## config.mk

```make
export PLATFORM = sky130hd
export DESIGN_NAME = d_cache
export DESIGN_NICKNAME = d
export VERILOG_FILES = /design/src/rtl/d_cache_pkg.sv /design/src/rtl/cache_array.sv /design/src/rtl/d_cache.sv
export SDC_FILE = /design/constraint.sdc
export NUM_CORES = 1
export LEC_CHECK = 0
export ABC_AREA = 1
export CORE_MARGIN = 3
export CORE_UTILIZATION = 30
export DETAILED_ROUTE_END_ITERATION = 6
export SYNTH_ARGS = -nofsm -noshare
export SYNTH_HDL_FRONTEND = slang
export SYNTH_SLANG_ARGS = --single-unit
```

## constraint.sdc

```tcl
create_clock -name clk -period 2.68 [get_ports clk]
set_clock_uncertainty 0.05 [all_clocks]
set_input_delay 0.536 -clock clk [delete_from_list [all_inputs] [get_ports clk]]
set_output_delay 0.536 -clock clk [all_outputs]
set_load 0.01 [all_outputs]
```

## src/rtl/d_cache_pkg.sv

```systemverilog
// Shared constants and state encoding for the d_cache slice.
package d_cache_pkg;
  localparam int DEF_WORD_SIZE  = 16;
  localparam int DEF_LINE_WORDS = 4;
  localparam int DEF_NUM_LINES  = 8;

  typedef enum logic [1:0] {
    ST_IDLE  = 2'd0,
    ST_FILL  = 2'd1,
    ST_WRITE = 2'd2
  } state_e;
endpackage

```

## src/rtl/cache_array.sv

```systemverilog
// Valid/tag/data storage: asynchronous lookup, synchronous line fill and word update.
module cache_array #(
  parameter int WORD_SIZE  = 16,
  parameter int LINE_WORDS = 4,
  parameter int NUM_LINES  = 8,
  parameter int INDEX_W    = 3,
  parameter int OFFSET_W   = 2,
  parameter int TAG_W      = 11
) (
  input  logic                            clk,
  input  logic                            reset_n,
  input  logic [INDEX_W-1:0]              rd_index,
  output logic                            rd_valid,
  output logic [TAG_W-1:0]                rd_tag,
  output logic [LINE_WORDS*WORD_SIZE-1:0] rd_line,
  input  logic [INDEX_W-1:0]              wr_index,
  input  logic                            line_we,
  input  logic [TAG_W-1:0]                line_tag,
  input  logic [LINE_WORDS*WORD_SIZE-1:0] line_data,
  input  logic                            word_we,
  input  logic [OFFSET_W-1:0]             word_offset,
  input  logic [WORD_SIZE-1:0]            word_data
);
  logic [NUM_LINES-1:0]            valid_q, valid_d;
  logic [TAG_W-1:0]                tag_mem  [NUM_LINES];
  logic [LINE_WORDS*WORD_SIZE-1:0] data_mem [NUM_LINES];

  assign rd_valid = valid_q[rd_index];
  assign rd_tag   = tag_mem[rd_index];
  assign rd_line  = data_mem[rd_index];

  always_comb begin
    valid_d = valid_q;
    if (line_we) valid_d[wr_index] = 1'b1;
  end

  always_ff @(posedge clk or negedge reset_n) begin
    if (!reset_n) valid_q <= '0;
    else          valid_q <= valid_d;
  end

  // Tag and data contents are meaningless until the valid bit is set, so they carry no reset.
  always_ff @(posedge clk) begin
    if (line_we) begin
      tag_mem[wr_index]  <= line_tag;
      data_mem[wr_index] <= line_data;
    end else if (word_we) begin
      for (int unsigned i = 0; i < LINE_WORDS; i++) begin
        if (word_offset == OFFSET_W'(i))
          data_mem[wr_index][i*WORD_SIZE +: WORD_SIZE] <= word_data;
      end
    end
  end
endmodule

```

## src/rtl/d_cache.sv

```systemverilog
// Direct-mapped, write-through, no-write-allocate data cache with hit/miss statistics.
module d_cache
  import d_cache_pkg::*;
#(
  parameter int WORD_SIZE  = DEF_WORD_SIZE,
  parameter int LINE_WORDS = DEF_LINE_WORDS,
  parameter int NUM_LINES  = DEF_NUM_LINES
) (
  input  logic                            clk,
  input  logic                            reset_n,
  input  logic                            cpu_read,
  input  logic                            cpu_write,
  input  logic [WORD_SIZE-1:0]            cpu_addr,
  input  logic [WORD_SIZE-1:0]            cpu_wdata,
  output logic [WORD_SIZE-1:0]            cpu_rdata,
  output logic                            cpu_ready,
  output logic                            mem_req,
  output logic                            mem_we,
  output logic [WORD_SIZE-1:0]            mem_addr,
  output logic [WORD_SIZE-1:0]            mem_wdata,
  input  logic [LINE_WORDS*WORD_SIZE-1:0] mem_rdata,
  input  logic                            mem_ready,
  output logic [15:0]                     hit_count,
  output logic [15:0]                     miss_count
);
  localparam int OFFSET_W = $clog2(LINE_WORDS);
  localparam int INDEX_W  = $clog2(NUM_LINES);
  localparam int TAG_W    = WORD_SIZE - OFFSET_W - INDEX_W;

  state_e               state_q, state_d;
  logic                 mem_req_q, mem_req_d, mem_we_q, mem_we_d;
  logic [WORD_SIZE-1:0] mem_addr_q, mem_addr_d, mem_wdata_q, mem_wdata_d;
  logic                 hit_q, hit_d, fill_done_q, fill_done_d, refill_done_q, refill_done_d;
  logic [15:0]          hit_count_q, hit_count_d, miss_count_q, miss_count_d;

  logic [INDEX_W-1:0]              cpu_index, lat_index;
  logic [OFFSET_W-1:0]             cpu_offset, lat_offset;
  logic [TAG_W-1:0]                cpu_tag, lat_tag, rd_tag;
  logic                            rd_valid, lookup_hit, line_we, word_we;
  logic [LINE_WORDS*WORD_SIZE-1:0] rd_line;
  logic [WORD_SIZE-1:0]            rd_word;

  assign cpu_offset = cpu_addr[OFFSET_W-1:0];
  assign cpu_index  = cpu_addr[OFFSET_W +: INDEX_W];
  assign cpu_tag    = cpu_addr[WORD_SIZE-1 -: TAG_W];
  assign lat_offset = mem_addr_q[OFFSET_W-1:0];
  assign lat_index  = mem_addr_q[OFFSET_W +: INDEX_W];
  assign lat_tag    = mem_addr_q[WORD_SIZE-1 -: TAG_W];
  assign lookup_hit = rd_valid && (rd_tag == cpu_tag);

  assign mem_req    = mem_req_q;
  assign mem_we     = mem_we_q;
  assign mem_addr   = mem_addr_q;
  assign mem_wdata  = mem_wdata_q;
  assign hit_count  = hit_count_q;
  assign miss_count = miss_count_q;

  cache_array #(
    .WORD_SIZE (WORD_SIZE),
    .LINE_WORDS(LINE_WORDS),
    .NUM_LINES (NUM_LINES),
    .INDEX_W   (INDEX_W),
    .OFFSET_W  (OFFSET_W),
    .TAG_W     (TAG_W)
  ) u_array (
    .clk        (clk),
    .reset_n    (reset_n),
    .rd_index   (cpu_index),
    .rd_valid   (rd_valid),
    .rd_tag     (rd_tag),
    .rd_line    (rd_line),
    .wr_index   (lat_index),
    .line_we    (line_we),
    .line_tag   (lat_tag),
    .line_data  (mem_rdata),
    .word_we    (word_we),
    .word_offset(lat_offset),
    .word_data  (mem_wdata_q)
  );

  always_comb begin
    rd_word = '0;
    for (int unsigned i = 0; i < LINE_WORDS; i++) begin
      if (cpu_offset == OFFSET_W'(i)) rd_word = rd_line[i*WORD_SIZE +: WORD_SIZE];
    end
  end

  always_comb begin
    state_d       = state_q;
    mem_req_d     = mem_req_q;
    mem_we_d      = mem_we_q;
    mem_addr_d    = mem_addr_q;
    mem_wdata_d   = mem_wdata_q;
    hit_d         = hit_q;
    fill_done_d   = fill_done_q;
    refill_done_d = refill_done_q;
    hit_count_d   = hit_count_q;
    miss_count_d  = miss_count_q;
    cpu_ready     = 1'b0;
    cpu_rdata     = '0;
    line_we       = 1'b0;
    word_we       = 1'b0;
    unique case (state_q)
      ST_IDLE: begin
        if (cpu_write) begin
          state_d     = ST_WRITE;
          mem_req_d   = 1'b1;
          mem_we_d    = 1'b1;
          mem_addr_d  = cpu_addr;
          mem_wdata_d = cpu_wdata;
          hit_d       = lookup_hit;
          if (lookup_hit) hit_count_d  = hit_count_q + 16'd1;
          else            miss_count_d = miss_count_q + 16'd1;
        end else if (cpu_read) begin
          if (lookup_hit) begin
            cpu_ready = 1'b1;
            cpu_rdata = rd_word;
            // The load that caused a refill completes here; it was already counted as a miss.
            if (refill_done_q) refill_done_d = 1'b0;
            else               hit_count_d   = hit_count_q + 16'd1;
          end else begin
            state_d      = ST_FILL;
            mem_req_d    = 1'b1;
            mem_we_d     = 1'b0;
            mem_addr_d   = {cpu_addr[WORD_SIZE-1:OFFSET_W], {OFFSET_W{1'b0}}};
            fill_done_d  = 1'b0;
            miss_count_d = miss_count_q + 16'd1;
          end
        end else begin
          cpu_ready = 1'b1;
        end
      end
      ST_FILL: begin
        // The line is written on the mem_ready edge; FILL lingers one more cycle before the load retries.
        if (fill_done_q) begin
          state_d     = ST_IDLE;
          fill_done_d = 1'b0;
        end else if (mem_ready) begin
          line_we       = 1'b1;
          mem_req_d     = 1'b0;
          fill_done_d   = 1'b1;
          refill_done_d = 1'b1;
        end
      end
      ST_WRITE: begin
        if (mem_ready) begin
          cpu_ready = 1'b1;
          word_we   = hit_q;
          mem_req_d = 1'b0;
          mem_we_d  = 1'b0;
          state_d   = ST_IDLE;
        end
      end
      default: state_d = ST_IDLE;
    endcase
  end

  always_ff @(posedge clk or negedge reset_n) begin
    if (!reset_n) begin
      state_q       <= ST_IDLE;
      mem_req_q     <= 1'b0;
      mem_we_q      <= 1'b0;
      mem_addr_q    <= '0;
      mem_wdata_q   <= '0;
      hit_q         <= 1'b0;
      fill_done_q   <= 1'b0;
      refill_done_q <= 1'b0;
      hit_count_q   <= '0;
      miss_count_q  <= '0;
    end else begin
      state_q       <= state_d;
      mem_req_q     <= mem_req_d;
      mem_we_q      <= mem_we_d;
      mem_addr_q    <= mem_addr_d;
      mem_wdata_q   <= mem_wdata_d;
      hit_q         <= hit_d;
      fill_done_q   <= fill_done_d;
      refill_done_q <= refill_done_d;
      hit_count_q   <= hit_count_d;
      miss_count_q  <= miss_count_d;
    end
  end
endmodule

```

Word level (Yosys, flattened, before mapping)
Memory sizes are Yosys's and may differ from the RTL's. Index checks and enable logic that the tools add are counted.

Memories kept: 2. Logic and storage cells: 141. Bits in registers: 79. Input port bits: 101. Memory bits (writable): 600. Output and inout port bits: 83.

Reduce and logical (&&, ||, !) cells: 18. Magnitude comparators: 3. Muxes and demuxes: 79. Equal/unequal tests: 21. $add $sub $neg: 2. Bitwise logic cells: 5.

Memories: u_array.data_mem (depth 8, bits a word 64, read ports 1, clocked after Yosys merged registers in 0, write ports 1, line cache_array.sv:26) `logic [LINE_WORDS*WORD_SIZE-1:0] data_mem [NUM_LINES];`; u_array.tag_mem (depth 8, bits a word 11, read ports 1, clocked after Yosys merged registers in 0, write ports 1, line cache_array.sv:25) `logic [TAG_W-1:0] tag_mem [NUM_LINES];`.

Operators by type and width (number): two-way mux 16 bit (23); two-way mux 1 bit (43); adder 16 x 1 -> 16 bit (second input constant) (2); inequality test 2 bit (second input constant) (10); AND reduction 4 bit (5); equality test 11 bit (1); equality test 2 bit (second input constant) (5); two-way mux 2 bit (5); less-than comparator 3 x 4 -> 1 bit (second input constant) (2); OR 8 bit (1); case mux 1 bit (2 select lines) (4); equality test 2 x 1 -> 1 bit (second input constant) (3); zero test 2 bit (3); inequality test 3 bit (second input constant) (2); case mux 2 bit (3 select lines) (1); AND reduction 6 bit (1); nonzero test 2 bit (3); OR 1 bit (4); AND reduction 2 bit (2); binary-select mux 1 bit (select 3 bit) (1); demux 1 bit (select 3 bit) (1); greater-or-equal comparator 3 x 1 -> 1 bit (second input constant) (1); case mux 1 bit (3 select lines) (1); AND reduction 3 bit (1); other kinds (2) (3).

Logic depth before layout (Yosys ltp)
Gate-level depths: netlist of run 1.

Word-level depth: 9. Mapped depth: 19. Gate-level depth less buffers: 16.

Cells and area by module
A second synthesis of run 1 with hierarchy kept.

Cells, all modules: 3488. Area total of the unflattened synthesis: 31830.5 um^2.

Modules (own cells, without submodules): cache_array (area an instance 27415.0 um^2, times used 1, sequential area each 18217.5 um^2, cells each 2878); d_cache (area an instance 4415.5 um^2, times used 1, sequential area each 1776.7 um^2, cells each 610).

Worst setup path after synthesis of run 1
OpenSTA, ideal clock, no wires.

Path kind: input to output. From: input port cpu_addr[2]. To: output port cpu_rdata[12]. Path slack: -0.125 ns. Arrival time: 2.219 ns. Stages on the path: 9. Data required time: 2.094 ns. Path buffers: 4. Path through: inv_2 > buf_4 > buf_2 > buf_2 > clkbuf_1 > nand2_1 > a221oi_1 > nor3_1 > nor4_1.

Cells in the longest elaborated chain, start to end: 9. Elaborated cells between the ends (all ways): 14. Those cells by class: eq/ne (1); mux (10); reduce/logical (1); memory (2).

Ends and longest elaborated chain: start, declared (line d_cache.sv:13) `input logic [WORD_SIZE-1:0] cpu_addr,`; memory (8 x 64 bit); two-way mux 16 bit (4 in a row) (line d_cache.sv:84) `if (cpu_offset == OFFSET_W'(i)) rd_word = rd_line[i*WORD_SIZE +: WORD_SIZE];`; two-way mux 16 bit * (line d_cache.sv:115) `if (lookup_hit) begin`; two-way mux 16 bit * (line d_cache.sv:114) `end else if (cpu_read) begin`; two-way mux 16 bit * (line d_cache.sv:105) `if (cpu_write) begin`; two-way mux 16 bit * (line d_cache.sv:103) `unique case (state_q)`; end, declared (line d_cache.sv:15) `output logic [WORD_SIZE-1:0] cpu_rdata,`.

Every way passes the cells marked *; elsewhere a longest branch is shown, timed or not. The select of a mux whose other input is x is not followed.

Worst setup path after layout of run 1
From: memory u_array.tag_mem[6][4]. To: output port cpu_rdata[8].

Cells in the longest elaborated chain, start to end: 7.

Ends and longest elaborated chain: start, declared (line cache_array.sv:25); memory (8 x 11 bit); equality test 11 bit (line d_cache.sv:49) `assign lookup_hit = rd_valid && (rd_tag == cpu_tag);`; logical AND 1 bit (line d_cache.sv:49); two-way mux 16 bit (line d_cache.sv:115); two-way mux 16 bit (line d_cache.sv:114); two-way mux 16 bit (line d_cache.sv:105); two-way mux 16 bit (line d_cache.sv:103).

No other way between the ends.

==> results of run 1 <==
kinds of logic (layout without fill, tap and decap cells):
| group | Yosys count | after routing | synth area share [%] |
|---|---|---|---|
| flops | 679 | 679 | 68.98 |
| fa+ha+maj | 5 | 5 | 0.2158 |
| buf+inv | 313 | 826 | 4.381 |
| compound gates | 478 | 478 | 9.583 |
| other cells | 0 | 1 | 0 |
| xor+xnor | 24 | 24 | 0.7252 |
| simple gates | 1137 | 1138 | 16.12 |
cell usage in the layout, fill, tap and decap left out, types with 74 or more instances in the layout:
master and instances:
a21oi_1 139, buf_4 258, clkbuf_16 74, clkdlybuf4s50_1 162, dfrtp_1 79, edfxtp_1 600, inv_1 161, nand2_1 641
nand3_1 147, nor2_1 196, o21ai_0 188
worst max-delay path, delay by kind of cell, from the launching register on:
family / cells / cell delay [ns]
buffers and inverters: 4 / 0.57
DFF: 1 / 0.37
and+or+nand+nor: 10 / 1.03
through the flow:
| stage | power (mW) | setup WS, ns | cell area (um^2) | hold slack [ns] |
|---|---|---|---|---|
| final | 29.13 | -0.5315 | 38260 | 0.3395 |
| after global routing | 30.34 | -0.6847 | 38260 | 0.3249 |
| after CTS | 29.26 | -0.5677 | 37970 | 0.3006 |
| after detailed placement | 19.13 | -0.9533 | 35130 | 0.4032 |
| after global placement | 19.05 | -0.9272 | 35130 | 0.4053 |
| after floorplan | 15.64 | 0.0007860 | 29050 | 0.1904 |
final cells by class:
| cell class | count | area share, % |
|---|---|---|
| Sequential cell | 679 | 52.26 |
| Multi-Input combinational cell | 1645 | 21.49 |
| Timing Repair Buffer | 523 | 14.27 |
| Clock buffer | 89 | 4.932 |
| Tap cell | 1265 | 4.137 |
| Inverter | 169 | 1.730 |
| Clock inverter | 45 | 1.174 |
| Antenna cell | 1 | 0.006541 |
state kept, by name (all words and copies together) (netlist names), 2 cells and up:
name              cells
u_array.data_mem    512
mem_addr             16
u_array.tag_mem      88
state_q               2
u_array.valid_q       8
mem_wdata            16
hit_count            16
miss_count           16
power by group through the flow:
stage / clock (mW) / combinational (mW) / sequential (mW)
after CTS: 10.1 / 5.83 / 13.3
after detailed placement: 0 / 5.57 / 13.6
after global routing: 10.5 / 6.36 / 13.4
final: 9.91 / 5.88 / 13.3
after floorplan: 0 / 2.16 / 13.5
after global placement: 0 / 5.53 / 13.5
timing repair:
action                     CTS  global route
setup endpoints to repair   17           188
gates cloned                 6             1
hold buffers                 1             0
pin swaps                   26            21
hold endpoints to repair    28             0
buffers inserted            16            10
gates resized for setup    122            63
layer usage:
layer | routed length, um | up-vias | global-route usage (%)
li1 | - | 10180 | -
met1 | 40400 | 10990 | 25.53
met2 | 43910 | 963 | 29.63
met3 | 7226 | 168 | 3.024
met4 | 3711 | 0 | 7.362
met5 | 0 | - | 0
worst max path at each step:
stage	end	startpoint
2_1_floorplan	cpu_rdata[13]	cpu_addr[2]
3_3_place_gp	cpu_rdata[5]	cpu_addr[2]
3_5_place_dp	cpu_rdata[8]	cpu_addr[2]
4_1_cts	cpu_rdata[8]	u_array.tag_mem[2][1]
5_1_grt	cpu_rdata[3]	u_array.tag_mem[3][5]
6_report	cpu_rdata[8]	u_array.tag_mem[6][4]
==> results.json, run 1 <==
{
  "status": "finished, violations left",
  "violations": "setup timing",
  "cts_num_sinks": 679,
  "die_area_um2": 100400,
  "wl_per_cell_um": 21.57,
  "synth_top_cell_area_share_pct": 62.16,
  "hp-start": "cpu_addr[2]",
  "layout-drive-gt1-share_pct": 18.44,
  "wirelength_um": 95240,
  "fp.coreArea_um2": 95440,
  "setup_slack_ns": -0.5315,
  "fin_cells": 4416,
  "synth-seq-cells": 679,
  "r2r_cells": 10,
  "multi_input_area_um2": 8222,
  "synth_cells": 2636,
  "synthesis.nets": 2742,
  "finalCriticalPeriod_ns": 3.211,
  "drtPass1Iterations": 6,
  "path_cells": "inv_1, nand2_1, nand3_1, nand3_2, nand2_2, nand2_1, nand2_2, nand2_2, nor3_4, nand4_1, buf_6, buf_16, nor3_4, buf_2",
  "synthTopCellsByCount": "655 x nand2_1, 600 x edfxtp_1, 231 x nor2_1",
  "r2r_end": "u_array.data_mem[6][57]",
  "clk_latency_ns": 0.64,
  "crit_type": "reg -> out",
  "gp_congestion": 0.8505,
  "yosysWarnings": 0,
  "hold_depth": 4,
  "tightest_slew_ns": 0.8078,
  "setup-tns-final_ns": -7.735,
  "crit_slowest_cell": "edfxtp_1",
  "sequentialPowerShare_pct": 45.8,
  "clkPwrFrac_pct": 34.0,
  "cts_buffers": 72,
  "grt_max_degree": 47,
  "post-route-drc-count": 0,
  "syn_area_um2": 28990,
  "regArea_um2": 19990,
  "first_global_vias": 20930,
  "maxSlewViolCount": 0,
  "final_nets": 3196,
  "synth_ff_type": "edfxtp_1",
  "internal-power_mw": 20.44,
  "finalSetupViolCount": 17,
  "htreeDepth": 3,
  "grt_pass1_wl_um": 137700,
  "die_y_um": 316.8,
  "worstPathRequired_ns": 2.09,
  "swShare_pct": 29.84,
  "final_util_pct": 40.09,
  "drt_iter0_markers": 2489,
  "r2r_start": "state_q[0]",
  "initial_core_util_pct": 30.37,
  "p_sw_mw": 8.693,
  "end_kind": "primary output",
  "synth_edf_count": 600,
  "max_slew_margin_pct": 45.95,
  "yosysSeqAreaShare_pct": 68.98,
  "synth.distinct_cells": 44,
  "p_comb_share_pct": 20.2,
  "n_fill_cell": 9084,
  "avgSynthCellArea_um2": 11.00,
  "synthTopCellsByArea": "edfxtp_1 62%, nand2_1 8.5%, dfrtp_1 6.8%",
  "hp-class": "in -> reg",
  "tritoncts": "done",
  "grt_use_total_pct": 18.64,
  "cap_violations": 0,
  "vias_per_cell": 5.050,
  "post-dp-hpwl_um": 62930,
  "clockRootBuffer": "clkbuf_16",
  "finalCritPeriodShare_pct": 119.8,
  "die_x_um": 316.8,
  "grt_overflow": 0,
  "critPathArrivalTime_ns": 2.63,
  "ir_drop_v": 0.0004164,
  "cp_max_fo": 6,
  "crit_path_start_kind": "flip-flop",
  "postSynth.asyncResetShare_pct": 11.63,
  "max_freq_mhz": 311.4,
  "p_leak_nw": 14.49,
  "clk_pin_slew_ns": 0.07,
  "hold_viol": 0,
  "slowest_delay_ns": 0.37,
  "p_per_area_nw_per_um2": 761.5,
  "post-synth-top-count-cell": "nand2_1",
  "yosys.area.top_type": "edfxtp_1",
  "place_inst": 4255,
  "rsz0062_at_grt": "true",
  "io_pins": 184,
  "antenna_found_initial": 4,
  "vias": 22300,
  "ant_nets": 0,
  "ff2ff_setup_slack_ns": 0.16,
  "placementRows": 113,
  "cts.path.max_buffers": 3,
  "min_to": "mem_addr[2]",
  "areaGrowthSynthToFinish_pct": 31.99,
  "io_buffers": 183,
  "cpMostUsedCell": "nand2_2"
}
Note: power is estimated with default switching activity, not from simulation.
==> inputs of run 2 (changes only) <==
PLACE_DENSITY = 0.54   (was default)
==> results.json, run 2 (synthesis gave the netlist of run 1 again) <==
{
  "status": "finished, violations left",
  "violations": "setup timing",
  "largest_register": "u_array.data_mem",
  "fp.coreArea_um2": 95440,
  "layout_commonest_cell": "nand2_1",
  "post-route-drc-count": 0,
  "initial_core_util_pct": 30.37,
  "postPlaceCellArea_um2": 35040,
  "finalCriticalPeriod_ns": 3.177,
  "clk_pin_slew_ns": 0.06,
  "critPathArrivalTime_ns": 2.59,
  "worstPathRequired_ns": 2.09,
  "ir_drop_v": 0.0004075,
  "p_sw_mw": 8.603,
  "cp_max_fo": 7,
  "grt_max_degree": 73,
  "die_area_um2": 100400,
  "layout-drive-gt1-share_pct": 17.30,
  "drt_iter0_markers": 1936,
  "r2r_start": "state_q[1]",
  "crit_type": "reg -> out",
  "setup-tns-final_ns": -7.466,
  "p_per_area_nw_per_um2": 757.1,
  "grt_use_total_pct": 18.94,
  "placementRows": 113,
  "cts.path.max_buffers": 3,
  "vias": 21620,
  "cap_violations": 0,
  "max_slew_margin_pct": 38.71,
  "layout_common_cells": "644 x nand2_1, 600 x edfxtp_1, 221 x buf_4",
  "final_util_pct": 39.98,
  "tightest_slew_ns": 0.9159,
  "largest_register_ffs": 512,
  "p_comb_share_pct": 20.1,
  "drtPass1Iterations": 5,
  "antenna_found_initial": 5,
  "tritoncts": "done",
  "wirelength_um": 95590,
  "io_pins": 184,
  "max_freq_mhz": 314.8,
  "end_kind": "primary output",
  "swShare_pct": 29.78,
  "sequentialPowerShare_pct": 46.2,
  "rsz0062_at_grt": "true",
  "cts_buffers": 72,
  "maxSlewViolCount": 0,
  "htreeDepth": 3,
  "clk_latency_ns": 0.63,
  "grt_pass1_wl_um": 140000,
  "grt_overflow": 0,
  "post-dp-hpwl_um": 62970,
  "die_x_um": 316.8,
  "wl_per_cell_um": 21.77,
  "crit_slowest_cell": "edfxtp_1",
  "cts_num_sinks": 679,
  "r2r_cells": 11,
  "ff2ff_setup_slack_ns": 0.20,
  "gp_congestion": 0.8540,
  "slowest_delay_ns": 0.37,
  "p_leak_nw": 14.42,
  "stdcell_area_um2": 38150,
  "internal-power_mw": 20.28,
  "setup_slack_ns": -0.4971,
  "hp-class": "in -> async",
  "areaGrowthSynthToFinish_pct": 31.63,
  "ant_nets": 0,
  "die_y_um": 316.8,
  "cp-startpoint": "u_array.tag_mem[0][1]",
  "finalCritPeriodShare_pct": 118.5,
  "final_nets": 3172,
  "r2r_end": "u_array.data_mem[0][35]",
  "clockRootBuffer": "clkbuf_16",
  "hold_viol": 0,
  "finalSetupViolCount": 17,
  "crit_path_start_kind": "flip-flop",
  "io_buffers": 183,
  "reg_top3": "u_array.data_mem (512), u_array.tag_mem (88)",
  "path_cells": "inv_1, nand2_1, nand3_1, nand3_2, nand3b_1, nand2_1, nor2_2, nand2_2, nor2_4, nand4_1, buf_6, buf_12, nor2_4, buf_6",
  "first_global_vias": 21030,
  "clkPwrFrac_pct": 33.7,
  "vias_per_cell": 4.923
}
run 2: cell types whose count changed in the layout (fill, tap and decap cells not counted), sizes merged, moves of 2 or more:
cell	before	now
clkbuf	90	92
clkinvlp	5	2
bufbuf	3	7
diode	1	5
buf	356	328
run 2: how the worst max path moves through the flow:
stage	end	slack (ns)	depth (start not counted)
CTS	cpu_rdata[13]	-0.55	13
global placement	cpu_rdata[10]	-1.02	13
floorplan	cpu_rdata[13]	0.0008	11
global route	cpu_ready	-0.64	13
finish	cpu_rdata[15]	-0.50	14
detailed placement	cpu_rdata[1]	-1.01	12
run 2: final cells by class:
type	instances	area [um^2]
clock inverter	37	371.6
sequential	679	19990
fill	9182	57280
timing repair inverter	2	20.02
clock buffer	92	1907
tap	1265	1583
timing repair buffer	498	5470
antenna	5	12.51
inverter	169	675.6
multi-input combinational	1644	8120
run 2: metal layers:
layer / global-route usage [%] / vias to the layer above / wire length, um
li1: - / 10120 / -
met2: 30.30 / 718 / 44190
met4: 5.493 / 0 / 2471
met3: 2.822 / 119 / 6380
met1: 26.72 / 10660 / 42540
met5: 0 / - / 0
run 2: through the flow:
stage / power (mW) / setup WS [ns] / hold WS [ns] / instances
3_5_place_dp: 19.26 / -1.010 / 0.4062 / 4232
6_report: 28.89 / -0.4971 / 0.2936 / 4391
3_3_place_gp: 19.22 / -1.023 / 0.4041 / 4232
4_1_cts: 29.12 / -0.5478 / 0.2537 / 4379
2_1_floorplan: 15.64 / 0.0007860 / 0.1904 / 2636
5_1_grt: 30.12 / -0.6434 / 0.2957 / 4389
run 2: what timing repair did:
action	4_1_cts	5_1_grt
endpoints found under the hold margin	18	0
buffers inserted	9	7
endpoints found under the setup margin	41	468
gates resized for setup	126	72
cloned	9	1
hold buffers	1	0
pin swaps	26	23
run 2: power by group through the flow:
stage               registers (mW)  clock network [mW]  logic [mW]
floorplan                     13.5                   0        2.16
finish                        13.3                9.75        5.81
global placement              13.5                   0        5.69
global route                  13.4                10.4        6.30
detailed placement            13.6                   0        5.70
CTS                           13.3                9.95        5.84
run 2: worst max-delay path: cells and delay by family (launching register included):
kind,cells,cell delay (ns)
simple gates,10,1.05
buf+inv,4,0.52
flops,1,0.37
==> inputs of run 3 (changes only) <==
ABC_AREA = default   (was 1)
REMOVE_ABC_BUFFERS = 1   (was default)
==> results.json, run 3 <==
{
  "p_comb_share_pct": 16.6,
  "wirelength_um": 78700,
  "grt_use_total_pct": 16.68,
  "grt_pass1_wl_um": 112500,
  "io_buffers": 183,
  "synth_edf_count": 600,
  "yosysSeqAreaShare_pct": 73.03,
  "crit_type": "reg -> out",
  "ff2ff_setup_slack_ns": -0.32,
  "drt_iter0_markers": 1323,
  "syn_area_um2": 27380,
  "vias": 14600,
  "worstSetupEndpoint": "cpu_rdata[4]",
  "cts_buffers": 74,
  "power_mw": 28.08,
  "fp.coreArea_um2": 90290,
  "status": "finished, violations left",
  "tritoncts": "done",
  "clockRootBuffer": "clkbuf_16",
  "r2r_cells": 11,
  "finalSetupViolCount": 69,
  "grt_overflow": 0,
  "synth-seq-cells": 679,
  "r2r_start": "u_array.tag_mem[7][1]",
  "io_pins": 184,
  "cp-startpoint": "u_array.tag_mem[7][1]",
  "post-dp-hpwl_um": 51240,
  "cap_violations": 0,
  "rsz0062_at_grt": "true",
  "first_global_vias": 15170,
  "synthTopCellsByArea": "edfxtp_1 66%, mux4_2 14%, dfrtp_1 7.2%",
  "hp-class": "reg -> reg",
  "clk_pin_slew_ns": 0.06,
  "post-synth-top-count-cell": "edfxtp_1",
  "clkPwrFrac_pct": 35.9,
  "internal-power_mw": 20.66,
  "p_leak_nw": 11.71,
  "htreeDepth": 3,
  "post-route-drc-count": 0,
  "swShare_pct": 26.45,
  "max_freq_mhz": 260.1,
  "synth_ff_type": "edfxtp_1",
  "n_fill_cell": 8120,
  "reg_top3": "u_array.data_mem (512), u_array.tag_mem (88)",
  "layout_common_cells": "600 x edfxtp_1, 168 x mux4_2, 160 x clkdlybuf4s50_1",
  "layout-drive-gt1-share_pct": 34.64,
  "place_ws_ns": -1.570,
  "violations": "setup timing",
  "synth_cells": 1349,
  "max_slew_margin_pct": 46.72,
  "crit_path_start_kind": "flip-flop",
  "r2r_end": "hit_count[1]",
  "tightest_slew_ns": 0.7992,
  "grt_max_degree": 108,
  "antenna_found_initial": 13,
  "maxSlewViolCount": 0,
  "hold_viol": 0,
  "sequentialPowerShare_pct": 47.5,
  "vias_per_cell": 5.004,
  "final_nets": 1784,
  "hp-start": "u_array.valid_q[3]",
  "synth_top_cell_area_share_pct": 65.81,
  "p_sw_mw": 7.427,
  "finalCritPeriodShare_pct": 143.5,
  "multi_input_area_um2": 7500,
  "die_area_um2": 94920,
  "postSynth.asyncResetShare_pct": 11.63,
  "largest_register": "u_array.data_mem",
  "die_x_um": 308.1,
  "ir_drop_v": 0.0005471,
  "cts_num_sinks": 679,
  "critPathArrivalTime_ns": 3.26,
  "cp_max_fo": 6,
  "p_per_area_nw_per_um2": 803.6,
  "avgSynthCellArea_um2": 20.29,
  "finalCriticalPeriod_ns": 3.845,
  "place_inst": 2764,
  "worstPathRequired_ns": 2.09,
  "die_y_um": 308.1,
  "gp_congestion": 0.7925,
  "setup_slack_ns": -1.165,
  "layout_commonest_cell": "edfxtp_1",
  "fin_cells": 2917,
  "clk_latency_ns": 0.61,
  "cts.path.max_buffers": 3,
  "yosysWarnings": 0,
  "placementRows": 110,
  "regArea_um2": 20000,
  "yosys.area.top_type": "edfxtp_1",
  "ant_nets": 0,
  "initial_core_util_pct": 30.32,
  "wl_per_cell_um": 26.98,
  "drtPass1Iterations": 5,
  "areaGrowthSynthToFinish_pct": 27.66,
  "synth.distinct_cells": 49,
  "largest_register_ffs": 512,
  "synthTopCellsByCount": "600 x edfxtp_1, 168 x mux4_2, 87 x mux2_2",
  "end_kind": "primary output"
}
[run 3: changes by cell type after synthesis, moves of 21 or more]
cell,previous run,this run
o22ai_1,34,0
o31ai_1,21,0
mux2_2,0,87
mux2i_1,0,48
a21oi_1,139,13
o21ai_0,195,8
nand3_1,177,22
inv_1,165,9
nand2_1,655,22
mux4_2,0,168
clkbuf_1,77,25
nor2_1,231,73
[run 3: area by class of cell]
cell class | instances | area share [%]
clock buffers | 102 | 5.803
well taps | 1176 | 4.210
multi-input cells | 597 | 21.46
clock inverters | 31 | 1.103
flip-flops and latches | 679 | 57.22
repair buffers | 317 | 10.07
inverters | 9 | 0.09666
diodes | 6 | 0.04296
[run 3: worst max-delay path: stages, from the launching register on]
cell       delay, ns
edfxtp_1        0.37
mux4_2          0.50
mux2i_4         0.19
xnor2_2         0.10
a2111oi_2       0.33
nand4_1         0.25
or3_4           0.51
buf_12          0.20
nor2_2          0.07
buf_2           0.13
[run 3: metal layers]
metal / wire, um / up-vias / GRT usage (%)
li1: - / 6169 / -
met1: 34770 / 7824 / 23.65
met2: 36270 / 506 / 25.63
met3: 6181 / 91 / 4.614
met4: 1383 / 8 / 3.765
met5: 103 / - / 0.4044
[run 3: how the worst min path moves through the flow]
| stage | end | cells past startpoint |
|---|---|---|
| after CTS | u_array.valid_q[3] | 1 |
| final | u_array.valid_q[3] | 1 |
| after detailed placement | u_array.valid_q[2] | 1 |
| after floorplan | fill_done_q | 0 |
| after global routing | u_array.valid_q[1] | 1 |
| after global placement | u_array.valid_q[0] | 1 |
[run 3: what timing repair did]
action,CTS,global route
endpoints found under the setup margin,69,72
setup buffers,13,6
hold endpoints to repair,79,0
pin swaps,24,26
cloned,3,0
hold buffers,1,0
resized for setup,141,73
[run 3: power groups by stage]
stage	sequential [mW]	combinational (mW)	clock (mW)
final	13.3	4.66	10.1
after global routing	13.4	4.96	10.8
after CTS	13.3	4.61	10.3
after detailed placement	13.6	4.32	0
after global placement	13.5	4.31	0
after floorplan	13.3	1.56	0
[run 3: metrics by stage]
step                      hold WS (ns)  instance area (um^2)  utilization (%)  setup TNS, ns
after global placement          0.3965                 31860            35.29         -53.50
after CTS                       0.4164                 34630            38.36         -56.46
after global routing            0.4368                 34930            38.69         -41.16
after detailed placement        0.3965                 31860            35.29         -55.87
after floorplan                 0.1904                 27070                -        -140.47
final                           0.4145                 34950            38.71         -32.46
[run 3: cells by family after synthesis]
kind of cell | synth area share [%]
DFF | 73.03
and+or+nand+nor | 3.414
xor gates and xnor gates | 1.179
adders and majority gates | 0.2285
muxes | 19.52
AOI/OAI and AO/OA | 1.362
buffers and inverters | 1.257
==> variant, RTL diff (flow settings as in run 2) <==
Register the output `miss_count` once more, cleared by the reset; this adds one clock of latency there. The other outputs are not delayed to match.
--- a/src/rtl/d_cache.sv
+++ b/src/rtl/d_cache.sv
@@ -55,3 +55,9 @@
   assign hit_count  = hit_count_q;
-  assign miss_count = miss_count_q;
+  always_ff @(posedge clk or negedge reset_n) begin
+    if (!reset_n) begin
+      miss_count <= '0;
+    end else begin
+      miss_count <= miss_count_q;
+    end
+  end
 
Function: not settled (the Yosys comparison gave no result); the edit may change what the design does.
==> variant against run 2 <==
The flow still finishes with violations (setup timing); wire length down 0.54%; final cell count up 1.4%; sequential share of layout area up 0.29 points; largest power group unchanged; core utilization down 0.19 points; total power up 2.5%; combinational power down 3%; largest cell class unchanged; worst setup slack worse by 0.088 ns; area after synthesis up 2.2%; non-clock buffer count up 28; synthesized cell count up 0.49%; sequential cell count up 16; global-route usage down 0.58 points; final area up 1.4%.
==> variant: results <==
set metrics [dict create \
    grtUsageMet2 0.284 \
    place_inst 4280 \
    finalWirelength_um 95100 \
    post_synth_main_area_contributors "sky130_fd_sc_hd__edfxtp_1, sky130_fd_sc_hd__nand2_1, sky130_fd_sc_hd__dfrtp_1" \
    first_pass_grt_wire_length_um 140000 \
    use_met1 0.257 \
    wl_met2_um 42800 \
    syn_nets 2755 \
    antenna_found_initial 7 \
    cts_hold_buffers 1 \
    setup-violations-final 17 \
    first_global_vias 20900 \
    grt.total_usage 0.184 \
    synth_flop_cell "sky130_fd_sc_hd__edfxtp_1" \
    worst_slew_margin_rel 0.217 \
    detailedPlace.worstSlack_ns -1.06 \
    synthCells 2649 \
    post_route_cells_drive_above_1_share 0.189 \
    failing_checks "setup timing" \
    maximum_number_of_pins_on_one_net_before_global_route_repair 41 \
    place_area_sq_um 35600 \
    count_of_unique_library_cells_instantiated_by_yosys 49 \
    route.vias.total 21800 \
    dr_wl_met3_um 7390 \
    numCtsBuffers 78 \
    hold_path_class "in2reg" \
    cts-resized-gates 111 \
    path_max_fanout 5 \
    timing.critical_path.from "u_array.tag_mem[2][7]$_DFFE_PP_" \
    max-cap-violations 0 \
    routedLengthMet1_um 42000 \
    totalNegativeSetupSlack_ns -8.85 \
    vdd_drop_max_mv 0.635 \
    run_status "complete, but fails checks" \
    postCtsSetupRepairBufs 13 \
    leak_pwr_uw 0.0148 \
    async_reset_ff_frac 0.137 \
    worst_hold_slack_ns 0.305 \
    fin_ws_ns -0.585 \
    routed_wire_length_per_instance_um 21.4 \
    final_net_count 3214 \
    reg2regPathDepth 8 \
    grt.met3_usage 0.0379 \
    crit_path_max_incr_delay_ns 0.38 \
    cts.sink_count 695 \
    gp_congestion 0.853 \
    rr_endpoint "u_array.data_mem[2][44]$_DFFE_PP_" \
    min_period_over_period 1.22 \
    worst_ep_arrival_time_ns 2.68 \
    drt_iter0_drc 2037 \
    r2r_slack_ns 0.17 \
    synthTopCellsByCount "sky130_fd_sc_hd__nand2_1, sky130_fd_sc_hd__edfxtp_1, sky130_fd_sc_hd__nor2_1" \
    endpoint "cpu_rdata[7]" \
    first_pass_iters 5 \
]
## variant: cell count changes after synthesis, moves of 7 or more
cell	change
sky130_fd_sc_hd__a32o_1	+8
sky130_fd_sc_hd__o21ai_0	-47
sky130_fd_sc_hd__buf_2	+17
sky130_fd_sc_hd__a221oi_1	+9
sky130_fd_sc_hd__o221ai_1	-7
sky130_fd_sc_hd__nor2_1	-26
sky130_fd_sc_hd__dfrtp_1	+16
sky130_fd_sc_hd__nand4_1	-14
sky130_fd_sc_hd__o22ai_1	-8
sky130_fd_sc_hd__nand3_1	+22
sky130_fd_sc_hd__buf_6	+12
sky130_fd_sc_hd__o21ai_2	+19
sky130_fd_sc_hd__clkbuf_1	-23
sky130_fd_sc_hd__a21oi_1	+35
## variant: layout make-up
type	instances	area [sq um]
tap	1276	1600
clock inverter	43	397
clock buffer	102	2090
sequential	695	20400
multi-input combinational	1631	8140
timing repair buffer	526	5400
antenna	2	5.00
fill	9393	58600
inverter	176	682
## variant: logic make-up after synthesis
kind of cell / count (synthesis) / synth area share
flops: 695 / 0.688
simple gates: 1133 / 0.160
compound gates: 473 / 0.0955
buf+inv: 323 / 0.0479
fa+ha+maj: 5 / 0.00211
xor+xnor: 20 / 0.00616
## variant: power by group
| group | switching (uW) | leakage, uW | total [uW] | internal (uW) |
|---|---|---|---|---|
| combinational | 3570 | 0.00702 | 5610 | 2050 |
| clock | 4430 | 0.00121 | 10400 | 5950 |
| sequential | 695 | 0.00658 | 13600 | 12900 |
| total | 8690 | 0.0148 | 29600 | 20900 |
## variant: critical path: cells and delay by family, from the launching register on
| family | cells | cell delay, ns |
|---|---|---|
| flip-flops | 1 | 0.38 |
| AND/OR/NAND/NOR | 10 | 1.09 |
| buffers and inverters | 4 | 0.56 |
